## src/rtl/seven_segment_arbiter.sv

```systemverilog
// Four-way round-robin arbiter in front of an 8-digit seven-segment display.
// The owner keeps the display for MAX_HOLD strobe ticks, after which any other
// requester may take over. One blank cycle (SWITCH) separates owners.
// All outputs are registered. num_out/dots_out trail gnt by one cycle.
module seven_segment_arbiter #(
  parameter int W        = 32,
  parameter int MAX_HOLD = 4
) (
  input  logic           clk,
  input  logic           rst_n,
  input  logic           en,
  input  logic [3:0]     req,
  input  logic [4*W-1:0] num_in,
  input  logic [31:0]    dots_in,
  output logic [3:0]     gnt,
  output logic [W-1:0]   num_out,
  output logic [7:0]     dots_out,
  output logic           busy
);

  typedef enum logic [1:0] {
    IDLE   = 2'd0,
    OWN    = 2'd1,
    SWITCH = 2'd2
  } state_t;

  localparam logic [7:0] HOLD_MAX = 8'(MAX_HOLD);

  state_t       state_q, state_d;
  logic [1:0]   owner_q, owner_d;
  logic [1:0]   ptr_q, ptr_d;
  logic [7:0]   hold_cnt_q, hold_cnt_d;
  logic [3:0]   gnt_q, gnt_d;
  logic [W-1:0] num_out_q, num_out_d;
  logic [7:0]   dots_out_q, dots_out_d;
  logic         busy_q, busy_d;

  // Requests rotated so that bit 0 is the requester just after ptr.
  logic [3:0]   req_rot;
  logic [1:0]   pick_off;
  logic [1:0]   pick;
  logic [3:0]   owner_oh;
  logic [3:0]   others_req;
  logic         hold_full;

  // Per-requester data slices, muxed by owner below.
  logic [W-1:0] num_slice  [4];
  logic [7:0]   dots_slice [4];

  for (genvar gi = 0; gi < 4; gi++) begin : g_slices
    assign num_slice[gi]  = num_in[gi*W +: W];
    assign dots_slice[gi] = dots_in[gi*8 +: 8];
    assign req_rot[gi]    = req[2'(ptr_q + 2'(gi + 1))];
  end

  // First set request scanning ptr+1, ptr+2, ptr+3, ptr (the last owner goes last).
  always_comb begin
    pick_off = 2'd3;
    if (req_rot[0])      pick_off = 2'd0;
    else if (req_rot[1]) pick_off = 2'd1;
    else if (req_rot[2]) pick_off = 2'd2;
    pick = ptr_q + pick_off + 2'd1;
  end

  assign owner_oh   = 4'b0001 << owner_q;
  assign others_req = req & ~owner_oh;
  assign hold_full  = (hold_cnt_q == HOLD_MAX);

  // State and output registers; reset wins over every input.
  always_ff @(posedge clk) begin
    if (!rst_n) begin
      state_q    <= IDLE;
      owner_q    <= 2'd0;
      ptr_q      <= 2'd3;
      hold_cnt_q <= 8'd0;
      gnt_q      <= 4'b0000;
      num_out_q  <= '0;
      dots_out_q <= 8'd0;
      busy_q     <= 1'b0;
    end else begin
      state_q    <= state_d;
      owner_q    <= owner_d;
      ptr_q      <= ptr_d;
      hold_cnt_q <= hold_cnt_d;
      gnt_q      <= gnt_d;
      num_out_q  <= num_out_d;
      dots_out_q <= dots_out_d;
      busy_q     <= busy_d;
    end
  end

  // Next-state logic: grant, hold counting, release/preempt, one-cycle gap.
  always_comb begin
    state_d    = state_q;
    owner_d    = owner_q;
    ptr_d      = ptr_q;
    hold_cnt_d = hold_cnt_q;
    case (state_q)
      IDLE: begin
        if (|req) begin
          state_d    = OWN;
          owner_d    = pick;
          hold_cnt_d = 8'd0;
        end
      end
      OWN: begin
        // Release and preempt collapse into a single SWITCH entry.
        if (!req[owner_q] || (hold_full && |others_req)) begin
          state_d = SWITCH;
          ptr_d   = owner_q;
        end else if (en && !hold_full) begin
          hold_cnt_d = hold_cnt_q + 8'd1;
        end
      end
      SWITCH: begin
        if (|req) begin
          state_d    = OWN;
          owner_d    = pick;
          hold_cnt_d = 8'd0;
        end else begin
          state_d = IDLE;
        end
      end
      default: state_d = IDLE;
    endcase
  end

  // Output next values: gnt tracks the coming state, data tracks the current one.
  always_comb begin
    gnt_d      = (state_d == OWN) ? (4'b0001 << owner_d) : 4'b0000;
    busy_d     = (state_d != IDLE);
    num_out_d  = '0;
    dots_out_d = 8'd0;
    if (state_q == OWN) begin
      num_out_d  = num_slice[owner_q];
      dots_out_d = dots_slice[owner_q];
    end
  end

  assign gnt      = gnt_q;
  assign num_out  = num_out_q;
  assign dots_out = dots_out_q;
  assign busy     = busy_q;

endmodule

```

## config.mk

```make
export PLATFORM = sky130hd
export DESIGN_NAME = seven_segment_arbiter
export DESIGN_NICKNAME = d
export VERILOG_FILES = /design/src/rtl/seven_segment_arbiter.sv
export SDC_FILE = /design/constraint.sdc
export NUM_CORES = 1
export LEC_CHECK = 0
export ABC_AREA = 0
export ABC_CLOCK_PERIOD_IN_PS = 3020
export CORE_MARGIN = 2
export CORE_UTILIZATION = 39
export CTS_BUF_LIST = sky130_fd_sc_hd__clkbuf_16
export DETAILED_ROUTE_END_ITERATION = 7
export GPL_ROUTABILITY_DRIVEN = 0
export HOLD_SLACK_MARGIN = 0.05
export PLACE_DENSITY = 0.84
export SYNTH_ARGS = -nofsm -noshare
export SYNTH_HDL_FRONTEND = slang
export SYNTH_SLANG_ARGS = --single-unit
```

## constraint.sdc

```tcl
create_clock -name clk -period 3.02 [get_ports clk]
set_input_delay 0.604 -clock clk [delete_from_list [all_inputs] [get_ports clk]]
set_output_delay 0.604 -clock clk [all_outputs]
set_load 0.02 [all_outputs]
```

; Yosys cells after proc, flatten, opt, wreduce, memory -nomap -nowiden
; Index checks and enable logic that the tools add are counted.
[op_classes]
n_mux = 27
n_bitwise = 3
magnitude_cmp = 5
n_shift = 2
n_eq_ne = 7
n_addsub = 6
n_reduce_logical = 15
[ops]
columns = op, n
row1 = 32-bit binary-select mux with 2-bit select, 1
row2 = 32-bit two-way mux, 2
row3 = 8-bit two-way mux, 5
row4 = 8-bit binary-select mux with 2-bit select, 1
row5 = 8-bit one-hot mux with 2 select lines, 1
row6 = "2-bit by 3-bit < comparator with 1-bit output, second input constant", 4
row7 = 2-bit two-way mux, 6
row8 = "8-bit by 1-bit adder with 8-bit output, second input constant", 1
row9 = 1-bit binary-select mux with 2-bit select, 4
row10 = "8-bit by 3-bit == test with 1-bit output, second input constant", 1
row11 = 4-bit OR reduction, 2
row12 = "1-bit by 2-bit left shift with 4-bit output, first input constant", 2
row13 = 1-bit two-way mux, 6
row14 = 2-bit one-hot mux with 3 select lines, 1
row15 = 2-bit AND reduction, 3
row16 = "2-bit by 1-bit adder with 2-bit output, second input constant", 2
row17 = "2-bit adder, second input constant", 2
row18 = 4-bit AND, 1
row19 = "2-bit by 1-bit == test with 1-bit output, second input constant", 2
row20 = "2-bit != test, second input constant", 2
row21 = 4-bit NOT, 1
row22 = 4-bit AND reduction, 1
row23 = 2-bit nonzero test, 2
row24 = "3-bit greater-or-equal comparator, second input constant", 1
row25 = 9 further kinds, 11
[word_totals]
out_inout_bits = 45
register_bits = 59
inputBits = 167

; Logic depth before layout (Yosys ltp)
; Gate-level depths: netlist of the first run.
[depth]
ltp_word = 11
depth_mapped = 9

; Worst setup path before layout of the first run
; No wires, ideal clock.
[synth_timing]
path_type = input -> register
start = input port req[3]
end = register gnt_q[0] (netlist: gnt[0])
t_arrival_ns = 2.067
t_required_ns = 2.929
path_stages = 9
setup_slack_ns = 0.862
setup_time_ns = 0.091
path_cell_list = buf_2 > nand2b_1 > o22ai_1 > a221oi_1 > ha_1 > xor2_1 > xnor2_1 > o21ai_1 > nor4bb_1
[synth_between]
elab_chain_len = 10
elab_cells_between_ends = 28
classes_between = add/sub (2) / eq/ne (1) / shift (1) / mux (17) / bitwise (1) / reduce/logical (6)
[synth_rtl]
columns = element, line_no
row1 = "start, declared", 12  ; input logic [3:0] req,
row2 = 1-bit binary-select mux with 2-bit select, 53  ; assign req_rot[gi] = req[2'(ptr_q + 2'(gi + 1))];
row3 = 1-bit two-way mux (implied by the code), 53
row4 = 1-bit two-way mux, 61  ; else if (req_rot[2]) pick_off = 2'd2;
row5 = 2-bit two-way mux, 60  ; else if (req_rot[1]) pick_off = 2'd1;
row6 = 2-bit two-way mux, 59  ; if (req_rot[0]) pick_off = 2'd0;
row7 = 2-bit adder, 62  ; pick = ptr_q + pick_off + 2'd1;
row8 = 2-bit by 1-bit adder with 2-bit output, 62
row9 = 2-bit two-way mux, "100, 116"
row10 = 2-bit two-way mux, --
row11 = 1-bit by 2-bit left shift with 4-bit output, 130  ; gnt_d = (state_d == OWN) ? (4'b0001 << owner_d) : 4'b0000;
row12 = "end signal, assigned", 85  ; gnt_q <= gnt_d;
row13 = "end, declared", 33  ; logic [3:0] gnt_q, gnt_d;
; Several ways; a longest one is shown, not always the timed one. The select of a mux whose other input is x is not followed.
; A chain may end at the register's enable or synchronous reset.

; Final worst setup path of the first run
; Same ends and word-level chain as after synthesis.

==> run_results.csv, run 1 <==
group,metric,value,unit
outcome,outcome,"finished, final reports clean",
synthesis,synth.most_common_cell,"dfxtp_1",
clock_network,clk_path_buf_depth,2,
clock_network,clock_latency,0.32,ns
final_layout,drive_gt1_share,17.13,%
drt,final_antenna_net_count,0,
final_layout,fin_nets,632,
floorplanning,fp.dieH,93.36,um
worst_setup_path,crit_slowest_cell,"clkdlybuf4s50_1",
job,maxCapViolations,0,
power,power_leakage,2.127,nW
global_routing,overflow,0,
synthesis,netlist.area_leader.share,37.93,%
timing,skew,0.002956,ns
timing,fin_tns_setup,0,ns
synthesis,synth-edff-count,0,
timing,min_period_over_period,87.51,%
global_routing,grt_max_degree,42,
worst_setup_path,endpoint_kind,"flip-flop",
synthesis,netlist_top_cells_area,"dfxtp_1, mux4_2, and3_1",
drt,drc_errors,0,
clock_network,cts_max_level,3,
timing,period_needed,2.643,ns
worst_setup_path,cp-start-kind,"input pin",
synthesis,syn_area,3114,um2
clock_network,clock_sinks,59,
global_routing,grt_pass1_wl,16.39,mm
hold_path,min_path_type,"reg2reg",
worst_setup_path,worstSetupPathType,"in2reg",
floorplanning,ios,212,
drt,drtIter0Drc,108,
timing,hold_viol,0,
worst_setup_path,r2r_end,"gnt[0]$_SDFF_PP0_",
clock_network,postCtsSetupBuffers,0,
global_routing,antenna_found_initial,0,
worst_setup_path,crit_chain,"clkdlybuf4s50_1 -> nand2b_1 -> o22ai_1 -> a221oi_1 -> ha_1 -> xor2_1 -> xnor2_1 -> o21ai_1 -> nor4bb_1",
synthesis,synth_common_cells,"dfxtp_1, mux4_2, and3_1, clkbuf_1, nand2_1",
timing,worstMarginPinSlew,0.6887,ns
drt,wl_per_cell,19.08,um
synthesis,ys.flop_type,"dfxtp_1",
drt,via_per_inst,5.257,
synthesis,ys_warn_count,0,
worst_setup_path,worstPathMaxFanout,9,
clock_network,cts_buffers,9,
drt,dr.pass1.iters,4,
clock_network,cts-root-buf,"clkbuf_16",
hold_path,min-delay-start,"hold_cnt_q[1]$_SDFFE_PN0P_",
global_routing,grt_pass1_vias,3080,
place,hpwl,8.725,mm
synthesis,synth_top_cell_by_area,"dfxtp_1",
floorplanning,core-area,7727,um2
power,ir_worst_vdd,314.4,uV
global_routing,grtUsageTotal,24.80,%
hold_path,whs_path_depth,2,
synthesis,synth_seq_area_share,37.93,%
timing,max-slew-margin-rel,53.88,%
clock_network,cts_tree,"built",
floorplanning,dieWidth,93.36,um
timing,setup-violations-final,0,
final_layout,area_growth,79.99,%
worst_setup_path,worst_path_largest_cell_delay,0.65,ns
clock_network,holdBufCountCts,0,
drt,via_count,2991,
floorplanning,rows,32,
worst_setup_path,reg2regPathDepth,8,
power,power.density,484.7,nW/um2
timing,max_freq,378.4,MHz
worst_setup_path,reg2reg_slack,0.91,ns
worst_setup_path,critical-path-top-delay-family,"compound AO/OA/AOI/OAI gates",
final_layout,utilization,72.54,%
final_layout,insertedDiodeCount,0,
worst_setup_path,required,3.24,ns
hold_path,min_to,"hold_cnt_q[1]$_SDFFE_PN0P_",
timing,rsz0062_at_grt,"false",
clock_network,clkTransAtPathRegs,0.05,ns
worst_setup_path,rr_startpoint,"ptr_q[1]$_SDFFE_PN1P_",
synthesis,syn_area_per_cell,12.26,um2
clock_network,cts_resized,0,
timing,final_max_slew_viol_count,0,
drt,routed_wl,10.86,mm
synthesis,syn_nets,424,
synthesis,syn_inst,254,
place,portBuffers,211,
synthesis,async_flop_share,0,%
synthesis,ys_ff_latch,59,
floorplanning,die_area,8716,um2
floorplanning,initial_core_util,40.30,%
synthesis,synth_cell_types,49,
worst_setup_path,arrival,2.86,ns
worst_setup_path,path_buf_inv,1,
[per-layer routing]
layer	GRT usage, %	part of all wire, %
met2	45.50	54
met4	10.42	2.3
met3	6.366	7.5
met1	26.84	37
met5	0	0
[flip-flops by register name, summed over array words and instances (netlist names)]
signal      count
owner_q         2
ptr_q           2
num_out        32
gnt             4
hold_cnt_q      8
busy            1
dots_out        8
state_q         2
[worst max path at each step]
stage	from	end	slack, ns	depth (start not counted)
floorplan	req[3]	gnt[0]$_SDFF_PP0_	0.86	9
global placement	req[3]	gnt[0]$_SDFF_PP0_	0.24	9
detailed placement	req[3]	gnt[0]$_SDFF_PP0_	0.07	9
CTS	req[3]	gnt[0]$_SDFF_PP0_	0.38	9
global route	req[3]	gnt[1]$_SDFF_PP0_	0.11	9
finish	req[3]	gnt[0]$_SDFF_PP0_	0.38	9
[layout make-up]
| type | count | area (um2) |
|---|---|---|
| clock buffer | 9 | 225.2 |
| clock inverter | 7 | 60.06 |
| fill | 554 | 2122 |
| inverter | 8 | 30.03 |
| multi-input combinational | 166 | 1814 |
| sequential | 59 | 1184 |
| tap | 102 | 127.6 |
| timing repair buffer | 218 | 2165 |
[kinds of logic (layout without fill, tap and decap cells)]
group	count (synthesis)	in the layout	share of synthesized area, %
simple gates	88	88	17.68
fa+ha+maj	3	3	1.205
xor+xnor	4	4	1.125
flops	59	59	37.93
mux	44	44	31.10
buf+inv	29	242	3.897
compound gates	27	27	7.072
[power by group]
group	total [W]	internal (W)	leakage, nW	switching (W)
combinational	0.000872	0.000532	1.50	0.000340
clock	0.000958	0.000626	0.144	0.000332
sequential	0.000886	0.000842	0.482	0.0000444
total	0.00272	0.00200	2.13	0.000716
[through the flow]
stage	instance area [um2]	total power (W)	worst slack [ns]	std cells	hold WS, ns
floorplan	3114	0.001369	0.8621	254	0.4621
global placement	5320	0.001755	0.2366	553	0.4752
detailed placement	5320	0.001777	0.06534	553	0.4903
CTS	5605	0.002741	0.3834	569	0.4969
global route	5605	0.002832	0.1070	569	0.5313
finish	5605	0.002717	0.3771	569	0.5001
[worst register-to-register path, cell delays in order (launching register included)]
cell and delay, ns:
dfxtp_1 0.43, nand2b_1 0.14, a21oi_1 0.07, a221oi_1 0.32, ha_1 0.22, xor2_1 0.18
xnor2_1 0.08, o21ai_1 0.31, nor4bb_1 0.26
[placed cells by master (no fill, tap or decap), drive strengths merged, types with 2 or more instances in the layout]
master and n:
nand2 11, or3 2, mux2 2, and2 2
o211ai 3, dfxtp 59, inv 9, nor2 9
a21oi 5, nor4 3, ha 3, clkbuf 9
nand3 3, xnor2 3, clkdlybuf4s50 211, nand2b 4
and3 40, nor4b 2, or4 3, a21boi 2
o21ai 8, clkinv 4, nor2b 3, mux4 42
buf 7, o311ai 2
(Power assumes the default switching activity.)
==> run 2: changes to the inputs <==
--- a/config.mk
+++ b/config.mk
@@ -6,7 +6,7 @@
 export NUM_CORES = 1
 export LEC_CHECK = 0
 export ABC_AREA = 0
-export ABC_CLOCK_PERIOD_IN_PS = 3020
+export ABC_CLOCK_PERIOD_IN_PS = 3400
 export CORE_MARGIN = 2
 export CORE_UTILIZATION = 39
 export CTS_BUF_LIST = sky130_fd_sc_hd__clkbuf_16
==> constraint.sdc (replaced) <==
create_clock -name clk -period 3.4 [get_ports clk]
set_input_delay 0.68 -clock clk [delete_from_list [all_inputs] [get_ports clk]]
set_output_delay 0.68 -clock clk [all_outputs]
set_load 0.02 [all_outputs]
==> run 2 against run 1 <==
Clock skew shrank 0.00073 ns; clock power shrank 11%; sequential cell count is the same; non-clock buffer count shrank 2; critical path depth is the same; setup slack gained 0.33 ns; first-iteration DRC count shrank 32%; largest power group unchanged; highest routed layer unchanged.
==> run_results.csv, run 2 (same netlist as run 1, synthesis figures left out) <==
group,metric,value,unit
outcome,outcome,"finished, final reports clean",
power,power.total,0.002405,W
drt,final_antenna_net_count,0,
hold_path,min_to,"hold_cnt_q[7]$_SDFFE_PN0P_",
worst_setup_path,required,3.63,ns
clock_network,cts-root-buf,"clkbuf_16",
worst_setup_path,reg2regPathDepth,8,
worst_setup_path,crit_chain,"clkdlybuf4s50_1 -> or2b_1 -> a211oi_1 -> a221oi_1 -> ha_1 -> xor2_1 -> xnor2_1 -> o21ai_1 -> nor4bb_1",
floorplanning,ios,212,
place,portBuffers,211,
global_routing,overflow,0,
final_layout,largest_register_ffs,32,
drt,drtIter0Drc,73,
drt,drc_errors,0,
global_routing,grtUsageTotal,24.34,%
worst_setup_path,cp-start-kind,"input pin",
timing,max-slew-margin-rel,54.23,%
worst_setup_path,worstPathMaxFanout,8,
timing,final_max_slew_viol_count,0,
drt,via_per_inst,5.263,
hold_path,whs_path_depth,2,
floorplanning,dieWidth,93.36,um
clock_network,clk_path_buf_depth,2,
final_layout,layout.cells.non_filler,566,
final_layout,final_cell_mix,"clkdlybuf4s50_1, dfxtp_1, mux4_2",
global_routing,grt_max_degree,52,
worst_setup_path,r2r_end,"gnt[0]$_SDFF_PP0_",
place,hpwl,8.336,mm
final_layout,utilization,72.31,%
worst_setup_path,endpoint_kind,"flip-flop",
drt,wl_per_cell,18.39,um
global_routing,antenna_found_initial,0,
drt,dr.pass1.iters,4,
clock_network,clock_latency,0.32,ns
hold_path,min_path_type,"reg2reg",
worst_setup_path,worst_path_largest_cell_delay,0.63,ns
floorplanning,fp.dieH,93.36,um
clock_network,postCtsSetupBuffers,0,
timing,fin_tns_setup,0,ns
hold_path,min-delay-start,"hold_cnt_q[7]$_SDFFE_PN0P_",
global_routing,grt_pass1_vias,3065,
timing,skew,0.002224,ns
timing,max_freq,371.0,MHz
power,power.density,430.4,nW/um2
clock_network,cts_resized,0,
drt,routed_wl,10.41,mm
clock_network,cts_max_level,3,
final_layout,area_growth,79.43,%
worst_setup_path,reg2reg_slack,1.33,ns
floorplanning,die_area,8716,um2
timing,hold-worst-slack,0.5038,ns
floorplanning,rows,32,
timing,setup-violations-final,0,
clock_network,holdBufCountCts,0,
worst_setup_path,worstSetupPathType,"in2reg",
power,ir_worst_vdd,369.3,uV
place,dp_cells,551,
final_layout,nFillCells,533,
job,maxCapViolations,0,
timing,rsz0062_at_grt,"false",
timing,min_period_over_period,79.27,%
timing,worstMarginPinSlew,0.6834,ns
clock_network,clock_sinks,59,
drt,via_count,2979,
global_routing,grt_pass1_wl,16.05,mm
final_layout,insertedDiodeCount,0,
floorplanning,core-area,7727,um2
clock_network,cts_buffers,9,
worst_setup_path,arrival,2.92,ns
final_layout,drive_gt1_share,17.03,%
final_layout,fin_nets,630,
final_layout,layout_commonest_cell,"clkdlybuf4s50_1",
worst_setup_path,crit_slowest_cell,"clkdlybuf4s50_1",
worst_setup_path,rr_startpoint,"ptr_q[1]$_SDFFE_PN1P_",
timing,period_needed,2.695,ns
clock_network,clkTransAtPathRegs,0.05,ns
floorplanning,initial_core_util,40.30,%
timing,hold_viol,0,
clock_network,cts_tree,"built",
power,power_leakage,2.114,nW
-- run 2: changes by cell type in the layout (fill, tap and decap cells not counted) --
cell	before	now
buf_4	7	5
clkinv_1	1	0
clkinv_2	3	4
inv_1	8	7
-- run 2: area by class of cell --
| cell class | instances | area [um2] | area share (%) |
|---|---|---|---|
| clock buffer | 9 | 225.2 | 4.030 |
| clock inverter | 6 | 57.56 | 1.030 |
| inverter | 8 | 30.03 | 0.5374 |
| multi-input combinational | 166 | 1814 | 32.47 |
| sequential | 59 | 1184 | 21.18 |
| tap | 102 | 127.6 | 2.284 |
| timing repair buffer | 216 | 2150 | 38.47 |
-- run 2: power breakdown --
group	internal [W]	total, W	switching, W
Combinational	0.000471	0.000761	0.000290
Clock	0.000556	0.000852	0.000296
Sequential	0.000748	0.000793	0.0000445
-- run 2: worst max path at each step --
stage	slack (ns)	from	end	cells past startpoint
5_1_grt	0.62	req[2]	gnt[0]$_SDFF_PP0_	9
6_report	0.70	req[2]	gnt[0]$_SDFF_PP0_	9
4_1_cts	0.70	req[2]	gnt[0]$_SDFF_PP0_	9
3_3_place_gp	0.47	req[2]	gnt[0]$_SDFF_PP0_	9
3_5_place_dp	0.36	req[2]	gnt[0]$_SDFF_PP0_	9
2_1_floorplan	1.17	req[3]	gnt[0]$_SDFF_PP0_	9
-- run 2: worst max-delay path, delay by kind of cell --
family | cells | cell delay (ns)
xor+xnor | 2 | 0.28
buf+inv | 1 | 0.63
fa+ha+maj | 1 | 0.20
simple gates | 2 | 0.51
compound gates | 3 | 0.60
-- run 2: per-stage QoR --
step / worst slack (ns) / cell area, um2
after global placement: 0.4727 / 5305
final: 0.7049 / 5588
after CTS: 0.7016 / 5588
after detailed placement: 0.3614 / 5305
after floorplan: 1.166 / 3114
after global routing: 0.6189 / 5588
-- run 2: layer usage --
| layer | vias up | share of wire, % | global-route usage, % |
|---|---|---|---|
| li1 | 1394 | - | - |
| met2 | 133 | 52 | 43.59 |
| met5 | - | 0 | 0 |
| met4 | 0 | 2.7 | 8.578 |
| met3 | 25 | 8.1 | 7.977 |
| met1 | 1427 | 37 | 26.87 |
